File: src/rtl/result_checker_pkg.sv
// Shared types and widths for the result checker: FSM state encoding,
// SRAM address/data widths and a small helper for sizing counters.
package result_checker_pkg;

    localparam int ADDR_W = 12;
    localparam int DATA_W = 16;

    typedef enum logic [2:0] {
        IDLE      = 3'd0,
        WAIT_IDLE = 3'd1,
        RUN       = 3'd2,
        COMPUTE   = 3'd3,
        SETTLE    = 3'd4,
        READ      = 3'd5,
        DONE      = 3'd6
    } rc_state_t;

    // Larger of two integers; used to size a counter shared by two waits.
    function automatic int max_int(input int a, input int b);
        return (a > b) ? a : b;
    endfunction

endpackage

File: src/rtl/rc_cmp_stage.sv
// Compare stage of the readback: receives the issue valid/index delayed by
// one cycle to line up with the SRAM read latency, compares the result word
// against the golden word and accumulates the round statistics.
module rc_cmp_stage
    import result_checker_pkg::*;
#(
    parameter int NUM_RESULT = 96
)(
    input  logic              clk,
    input  logic              reset_b,
    input  logic              clear,
    input  logic              cmp_valid,
    input  logic [ADDR_W-1:0] cmp_index,
    input  logic [DATA_W-1:0] res_data,
    input  logic [DATA_W-1:0] gold_data,
    output logic [ADDR_W-1:0] correct_count,
    output logic              mismatch_seen,
    output logic [ADDR_W-1:0] first_mismatch
);

    localparam logic [ADDR_W-1:0] COUNT_MAX = ADDR_W'(NUM_RESULT);

    logic [DATA_W-1:0] diff_bits;
    logic              word_equal;
    logic [ADDR_W-1:0] correct_count_reg;
    logic              mismatch_seen_reg;
    logic [ADDR_W-1:0] first_mismatch_reg;

    // Per-bit difference between result and golden word.
    for (genvar gi = 0; gi < DATA_W; gi++) begin : g_diff
        assign diff_bits[gi] = res_data[gi] ^ gold_data[gi];
    end

    assign word_equal = ~|diff_bits;

    // Accumulate matches (saturating) and latch the lowest differing index.
    always_ff @(posedge clk or negedge reset_b) begin
        if (!reset_b) begin
            correct_count_reg  <= '0;
            mismatch_seen_reg  <= 1'b0;
            first_mismatch_reg <= '0;
        end else if (clear) begin
            correct_count_reg  <= '0;
            mismatch_seen_reg  <= 1'b0;
            first_mismatch_reg <= '0;
        end else if (cmp_valid) begin
            if (word_equal) begin
                if (correct_count_reg < COUNT_MAX) begin
                    correct_count_reg <= correct_count_reg + 1'b1;
                end
            end else if (!mismatch_seen_reg) begin
                mismatch_seen_reg  <= 1'b1;
                first_mismatch_reg <= cmp_index;
            end
        end
    end

    assign correct_count  = correct_count_reg;
    assign mismatch_seen  = mismatch_seen_reg;
    assign first_mismatch = first_mismatch_reg;

endmodule

File: config.mk
export PLATFORM = sky130hd
export DESIGN_NAME = rc_cmp_stage
export DESIGN_NICKNAME = d
export VERILOG_FILES = /design/src/rtl/result_checker_pkg.sv /design/src/rtl/rc_cmp_stage.sv
export SDC_FILE = /design/constraint.sdc
export NUM_CORES = 1
export LEC_CHECK = 0
export ABC_AREA = 1
export BUFFER_PORTS_ARGS = -buffer_cell sky130_fd_sc_hd__buf_2
export CAP_MARGIN = 5
export CORE_ASPECT_RATIO = 0.6
export CORE_MARGIN = 3
export CORE_UTILIZATION = 46
export DETAILED_ROUTE_END_ITERATION = 10
export HOLD_SLACK_MARGIN = 0.03
export PLACE_DENSITY = 0.79
export SYNTH_ARGS = -nofsm -noshare
export SYNTH_HDL_FRONTEND = slang
export SYNTH_SLANG_ARGS = --single-unit
File: constraint.sdc
create_clock -name clk -period 1.7 [get_ports clk]
set_input_delay 0.085 -clock clk [delete_from_list [all_inputs] [get_ports clk]]
set_output_delay 0.085 -clock clk [all_outputs]
set_load 0.01 [all_outputs]
==> results of run 1 <==
==> metal layers <==
layer	part of all wire (%)	wire (um)	global-route usage [%]
met5	0	0	0
met4	0	0	2.25
met3	5.8	201	4.66
met2	45	1540	27.2
met1	49	1700	27.1
==> logic make-up after synthesis <==
group           synth area share, %
simple gates                   44.0
buf+inv                        12.3
flops                          40.9
xor+xnor                       1.72
compound gates                0.327
fa+ha+maj                     0.818
==> worst max-delay path: stages (launching register included) <==
cell and delay (ns):
dfrtp_1 0.44, ha_1 0.20, nand2_1 0.06, inv_1 0.08, nand2_1 0.07, nor2_1 0.13, nand2_1 0.08, xor2_1 0.14
nor2_1 0.05, nand2_1 0.07, nand2_1 0.05
==> final cells by class <==
cell class / instances / area [um^2] / share of cell area [%]
tap: 42 / 52.6 / 2.68
timing repair buffer: 75 / 385 / 19.7
clock buffer: 3 / 41.3 / 2.11
sequential: 25 / 626 / 31.9
multi-input combinational: 153 / 717 / 36.6
inverter: 35 / 131 / 6.71
clock inverter: 1 / 5.00 / 0.256
==> cells in the mapped netlist <==
| library cell | n |
|---|---|
| nand3_1 | 21 |
| nand2_4 | 2 |
| buf_1 | 1 |
| buf_8 | 2 |
| ha_1 | 1 |
| nand4_1 | 13 |
| clkbuf_1 | 3 |
| nor2_1 | 33 |
| inv_2 | 2 |
| nor3_1 | 2 |
| xor2_1 | 3 |
| nor2_4 | 2 |
| dfrtp_1 | 25 |
| nand2_2 | 1 |
| buf_6 | 1 |
| nand2_1 | 70 |
| nor3b_1 | 2 |
| nand3_4 | 1 |
| a21oi_1 | 1 |
| inv_1 | 33 |
| nor2_2 | 1 |
==> power groups by stage <==
| stage | logic (mW) | registers [mW] | clock network [mW] |
|---|---|---|---|
| 2_1_floorplan | 0.121 | 0.664 | 0 |
| 5_1_grt | 0.282 | 0.646 | 0.376 |
| 6_report | 0.247 | 0.642 | 0.345 |
| 3_3_place_gp | 0.243 | 0.653 | 0 |
| 4_1_cts | 0.250 | 0.642 | 0.354 |
| 3_5_place_dp | 0.247 | 0.654 | 0 |
==> stage by stage <==
step | total power, mW | std cells
global placement | 0.896 | 329
floorplan | 0.784 | 220
detailed placement | 0.900 | 329
finish | 1.23 | 334
global route | 1.30 | 334
CTS | 1.25 | 334
==> what timing repair did <==
action	4_1_cts	5_1_grt
hold buffers	1	0
resized for setup	0	0
hold endpoints to repair	25	0
==> worst max-delay path by stage <==
stage	startpoint	slack, ns	endpoint	cells past startpoint
CTS	correct_count[0]	0.25	correct_count[6]	10
detailed placement	correct_count[0]	0.27	correct_count[6]	10
finish	correct_count[0]	0.23	correct_count[6]	10
floorplan	correct_count[0]	0.36	correct_count[6]	10
global placement	correct_count[0]	0.31	correct_count[6]	10
global route	correct_count[0]	0.008	correct_count[6]	10
==> impl_results.md, run 1 <==
- Ys Warns: 0
- Post-synthesis sequential area ratio: 40.9%
- FF-to-FF End: correct_count[6]
- Power per cell area: 630 mW/mm^2
- Worst Tran Pin Value: 0.557 ns
- Vias in the first global route: 1343
- Clk sinks: 25
- Vias per cell: 4.57
- Tot GR Track Use: 18.2%
- Initial core utilization: 50.6%
- RR Startpoint: correct_count[0]
- Hold Path Class: primary input to flip-flop
- Yosys top cell area share: 40.9%
- Grt ovf: 0
- Layout area overhead: 28.0%
- DPL Wire Length: 2.75 mm
- Site Rows: 15
- Share of layout cells above drive strength 1: 29.8%
- Drt drc: 0
- First DRT Iteration DRCs: 73
- Clk_skew: 0.00858 ns
- RSZ-0062 raised after global routing: no
- Max Clock Freq: 681 MHz
- Synth Register Bits: 25
- Post-synth top area cell: dfrtp_1
- Worst Reg-to-Reg Cells: 10
- Switching Fraction: 27.7%
- Worst hold start: cmp_index[7]
- P_int: 0.892 mW
- Hold endpoint: first_mismatch[7]
- Slew Viols, Final: 0
- Final GP Congestion: 0.834
- Final worst path period share: 86.4%
- Worst hold-check slack: 0.0634 ns
- MaxCap Viol Count: 0
- Die area: 0.00408 mm^2
- Core Footprint: 0.00302 mm^2
- Final hold vios: 0
- CP Capture Type: flip-flop
- Global-route wire length before repair: 5.91 mm
- # setup viols final: 0
- Initial antenna violation count: 0
- Ranking of synthesized cells by area: dfrtp_1 41%, nand2_1 17%, inv_1 8.1%
- Root Buffer: clkbuf_8
- Slew headroom: 62.9%
- Most frequent cells in the layout: 72 x buf_2, 70 x nand2_1, 33 x inv_1, 33 x nor2_1, 25 x dfrtp_1
- Vias: 1527
- Gate power share: 20.0%
- Crit path arrival time: 1.64 ns
- ANT cells: 0
- R2R Setup Slk: 0.23 ns
- Post-placement worst setup slack: 0.269 ns
- CP max FO: 5
- Post-DRT Antenna Nets: 0
- Synthesized Nets: 269
- Placed inst area: 0.00190 mm^2
- Clock slew at reported path FFs: 0.09 ns
- CTS H-Tree Depth: 1
- Clk Latency, worst-skew pair: 0.27 ns
- Status: finished, final reports clean
- DRT Pass-1 Iters: 4
- Setup tns final: 0 ns
- Distinct cells, synth: 21
- Sequential Power Share: 52.0%
- Crit path kind: flip-flop to flip-flop
- Final nets: 342
- CTS tree: built
- Post-CTS Setup Inserts: 0
- Leak pwr: 1.26 nW
- Cell area after layout: 0.00196 mm^2
- Wire length per cell: 10.3 um
- Largest net degree at the start of global routing: 27
- Fin util: 64.8%
- Psw: 0.342 mW
- Max VDD drop: 0.495 mV
- Fill cell count: 283
- Share of power burned in the clock network: 27.9%
- Die height: 50.7 um
- Die width: 80.5 um
- CTS buffer count: 3
- Gate Count Post-Synth: 220
- WP data required: 1.87 ns
- Hold depth: 3
- Setup ws final: 0.232 ns
- Port bufs: 72
- # IOs: 73
- Routed Wire Length: 3.45 mm
- Min Tclk post-route: 1.47 ns
- CTS Buffer Depth: 2
- Mapped cell area: 0.00153 mm^2
- CP startpoint kind: flip-flop
- Most common cell after layout, fill and taps aside: buf_2
- Mean Syn Cell Area: 6.96 um^2
Note: power is estimated with default switching activity, not from simulation.
==> run 2, diff against run 1 <==
RECOVER_POWER = 50   (was default)
==> impl_results.md, run 2 (synthesized netlist as in run 1, its figures left out) <==
- Status: finished, final reports clean (unchanged)
- RR Startpoint: correct_count[0] (unchanged)
- Post-CTS Setup Inserts: 0 (unchanged)
- Sequential cell area: 626 um^2 (unchanged)
- DPL Wire Length: 2.75 mm (unchanged)
- Final nets: 342 (unchanged)
- Largest net degree at the start of global routing: 27 (unchanged)
- Crit-path cells: ha_1, nand2_1, inv_1, nand2_1, nor2_1, nand2_1, xor2_1, nor2_1, nand2_1, nand2_1 (unchanged)
- CP max FO: 5 (unchanged)
- RSZ-0062 raised after global routing: no (unchanged)
- Leak pwr: 1.23 nW (was 1.26 nW)
- Vias in the first global route: 1343 (unchanged)
- CTS H-Tree Depth: 1 (unchanged)
- Die width: 80.5 um (unchanged)
- Worst hold start: cmp_index[7] (unchanged)
- Tot GR Track Use: 18.2% (unchanged)
- Crit path arrival time: 1.64 ns (about the same)
- Most common cell after layout, fill and taps aside: nand2_1 (was buf_2)
- Max stage delay cell, worst path: dfrtp_1 (unchanged)
- R2R Setup Slk: 0.23 ns (about the same)
- Die area: 0.00408 mm^2 (unchanged)
- Core Footprint: 0.00302 mm^2 (unchanged)
- CP endpoint: correct_count[6] (unchanged)
- # IOs: 73 (unchanged)
- Placed insts: 329 (unchanged)
- Power per cell area: 632 mW/mm^2 (was 630 mW/mm^2)
- Slew headroom: 58.9% (was 62.9%)
- CP Capture Type: flip-flop (unchanged)
- CP startpoint kind: flip-flop (unchanged)
- Hold Path Class: primary input to flip-flop (unchanged)
- Final GP Congestion: 0.834 (unchanged)
- Final hold vios: 0 (unchanged)
- CTS buffer count: 3 (unchanged)
- First DRT Iteration DRCs: 77 (was 73)
- Fill cell count: 285 (was 283)
- Port bufs: 72 (unchanged)
- WP data required: 1.87 ns (about the same)
- Share of layout cells above drive strength 1: 27.1% (was 29.8%)
- Layout area overhead: 27.4% (was 28.0%)
- Post-DRT Antenna Nets: 0 (unchanged)
- Final worst path period share: 86.4% (about the same)
- FF-to-FF End: correct_count[6] (unchanged)
- MaxCap Viol Count: 0 (unchanged)
- Min Tclk post-route: 1.47 ns (about the same)
- Slew Viols, Final: 0 (unchanged)
- Grt ovf: 0 (unchanged)
- Global-route wire length before repair: 5.91 mm (unchanged)
- Clock slew at reported path FFs: 0.09 ns (about the same)
- Clk_skew: 0.00878 ns (was 0.00858 ns)
- Vias: 1524 (was 1527)
- Wire length per cell: 10.3 um (about the same)
- Clk sinks: 25 (unchanged)
- Final Non-Filler Cells: 334 (unchanged)
- DRT Pass-1 Iters: 4 (unchanged)
- ANT cells: 0 (unchanged)
- Root Buffer: clkbuf_8 (unchanged)
- Max VDD drop: 0.494 mV (was 0.495 mV)
- CTS tree: built (unchanged)
- CP max stage delay: 0.44 ns (about the same)
- Initial core utilization: 50.6% (unchanged)
- CP Launch Point: correct_count[0] (unchanged)
- Crit path kind: flip-flop to flip-flop (unchanged)
- Most frequent cells in the layout: 70 x nand2_1, 64 x buf_2, 34 x inv_1 (was 72 x buf_2, 70 x nand2_1, 33 x inv_1, 33 x nor2_1, 25 x dfrtp_1)
- Drt drc: 0 (unchanged)
- Setup tns final: 0 ns (unchanged)
- Multi-input gate area: 717 um^2 (unchanged)
- # setup viols final: 0 (unchanged)
- PostCTS Resize Cnt: 0 (unchanged)
- Die height: 50.7 um (unchanged)
- Routed Wire Length: 3.46 mm (was 3.45 mm)
- Clk Latency, worst-skew pair: 0.27 ns (about the same)
- Initial antenna violation count: 0 (unchanged)
- Worst Reg-to-Reg Cells: 10 (unchanged)
- Vias per cell: 4.56 (was 4.57)
- Site Rows: 15 (unchanged)
- CP most frequent cell: nand2_1 (unchanged)
- Max Clock Freq: 681 MHz (about the same)
- Worst Tran Pin Value: 0.617 ns (was 0.557 ns)
- CTS Buffer Depth: 2 (unchanged)
- CTS Hold Bufs: 1 (unchanged)
==> run 2: cell types whose count changed in the layout (fill, tap and decap cells not counted), sizes merged <==
cell    previous run  this run
buf               74        66
clkbuf             3        11
==> run 2: how the worst min path moves through the flow <==
stage          slack, ns           endpoint  depth (start not counted)
2_1_floorplan      -0.21   correct_count[0]                          0
3_3_place_gp         0.1  first_mismatch[6]                          1
3_5_place_dp        0.11  first_mismatch[8]                          1
4_1_cts             0.06  first_mismatch[7]                          3
5_1_grt             0.08  first_mismatch[7]                          3
6_report            0.06  first_mismatch[7]                          3
==> run 2: power breakdown <==
part           switching [mW]  internal (mW)  total [mW]
Sequential             0.0220          0.621       0.643
Combinational           0.139          0.105       0.245
Clock                   0.181          0.164       0.345
==> run 2: cell type report <==
cell class,instances,area share [%]
multi-input cells,153,36.8
flip-flops and latches,25,32.1
clock buffers,3,2.12
well taps,42,2.70
inverters,35,6.74
repair buffers,75,19.3
clock inverters,1,0.257
==> run 2: per-layer routing <==
layer  global-route usage [%]  routed length [um]  vias up  share of wire, %
met1                     27.1                1740      662                50
li1                         -                   -      829                 -
met4                     2.25                   0        0                 0
met5                        0                   0        -                 0
met3                     4.66                 179        0               5.2
met2                     27.2                1540       33                44
==> run 2: metrics by stage <==
| stage | instance area (um^2) | util, % | total power [mW] | hold slack [ns] | setup WS, ns |
|---|---|---|---|---|---|
| 3_5_place_dp | 1900 | 62.9 | 0.900 | 0.106 | 0.269 |
| 3_3_place_gp | 1900 | 62.9 | 0.896 | 0.0988 | 0.312 |
| 4_1_cts | 1960 | 64.8 | 1.25 | 0.0635 | 0.245 |
| 6_report | 1950 | 64.5 | 1.23 | 0.0645 | 0.231 |
| 5_1_grt | 1950 | 64.5 | 1.30 | 0.0824 | 0.00768 |
| 2_1_floorplan | 1530 | - | 0.784 | -0.211 | 0.355 |
==> run 2: worst max-delay path, delay by kind of cell (launching register included) <==
| kind | cells | cell delay, ns |
|---|---|---|
| XOR/XNOR | 1 | 0.14 |
| adder cells (fa/ha/maj) | 1 | 0.20 |
| buffers and inverters | 1 | 0.08 |
| flip-flops | 1 | 0.44 |
| AND/OR/NAND/NOR | 7 | 0.51 |
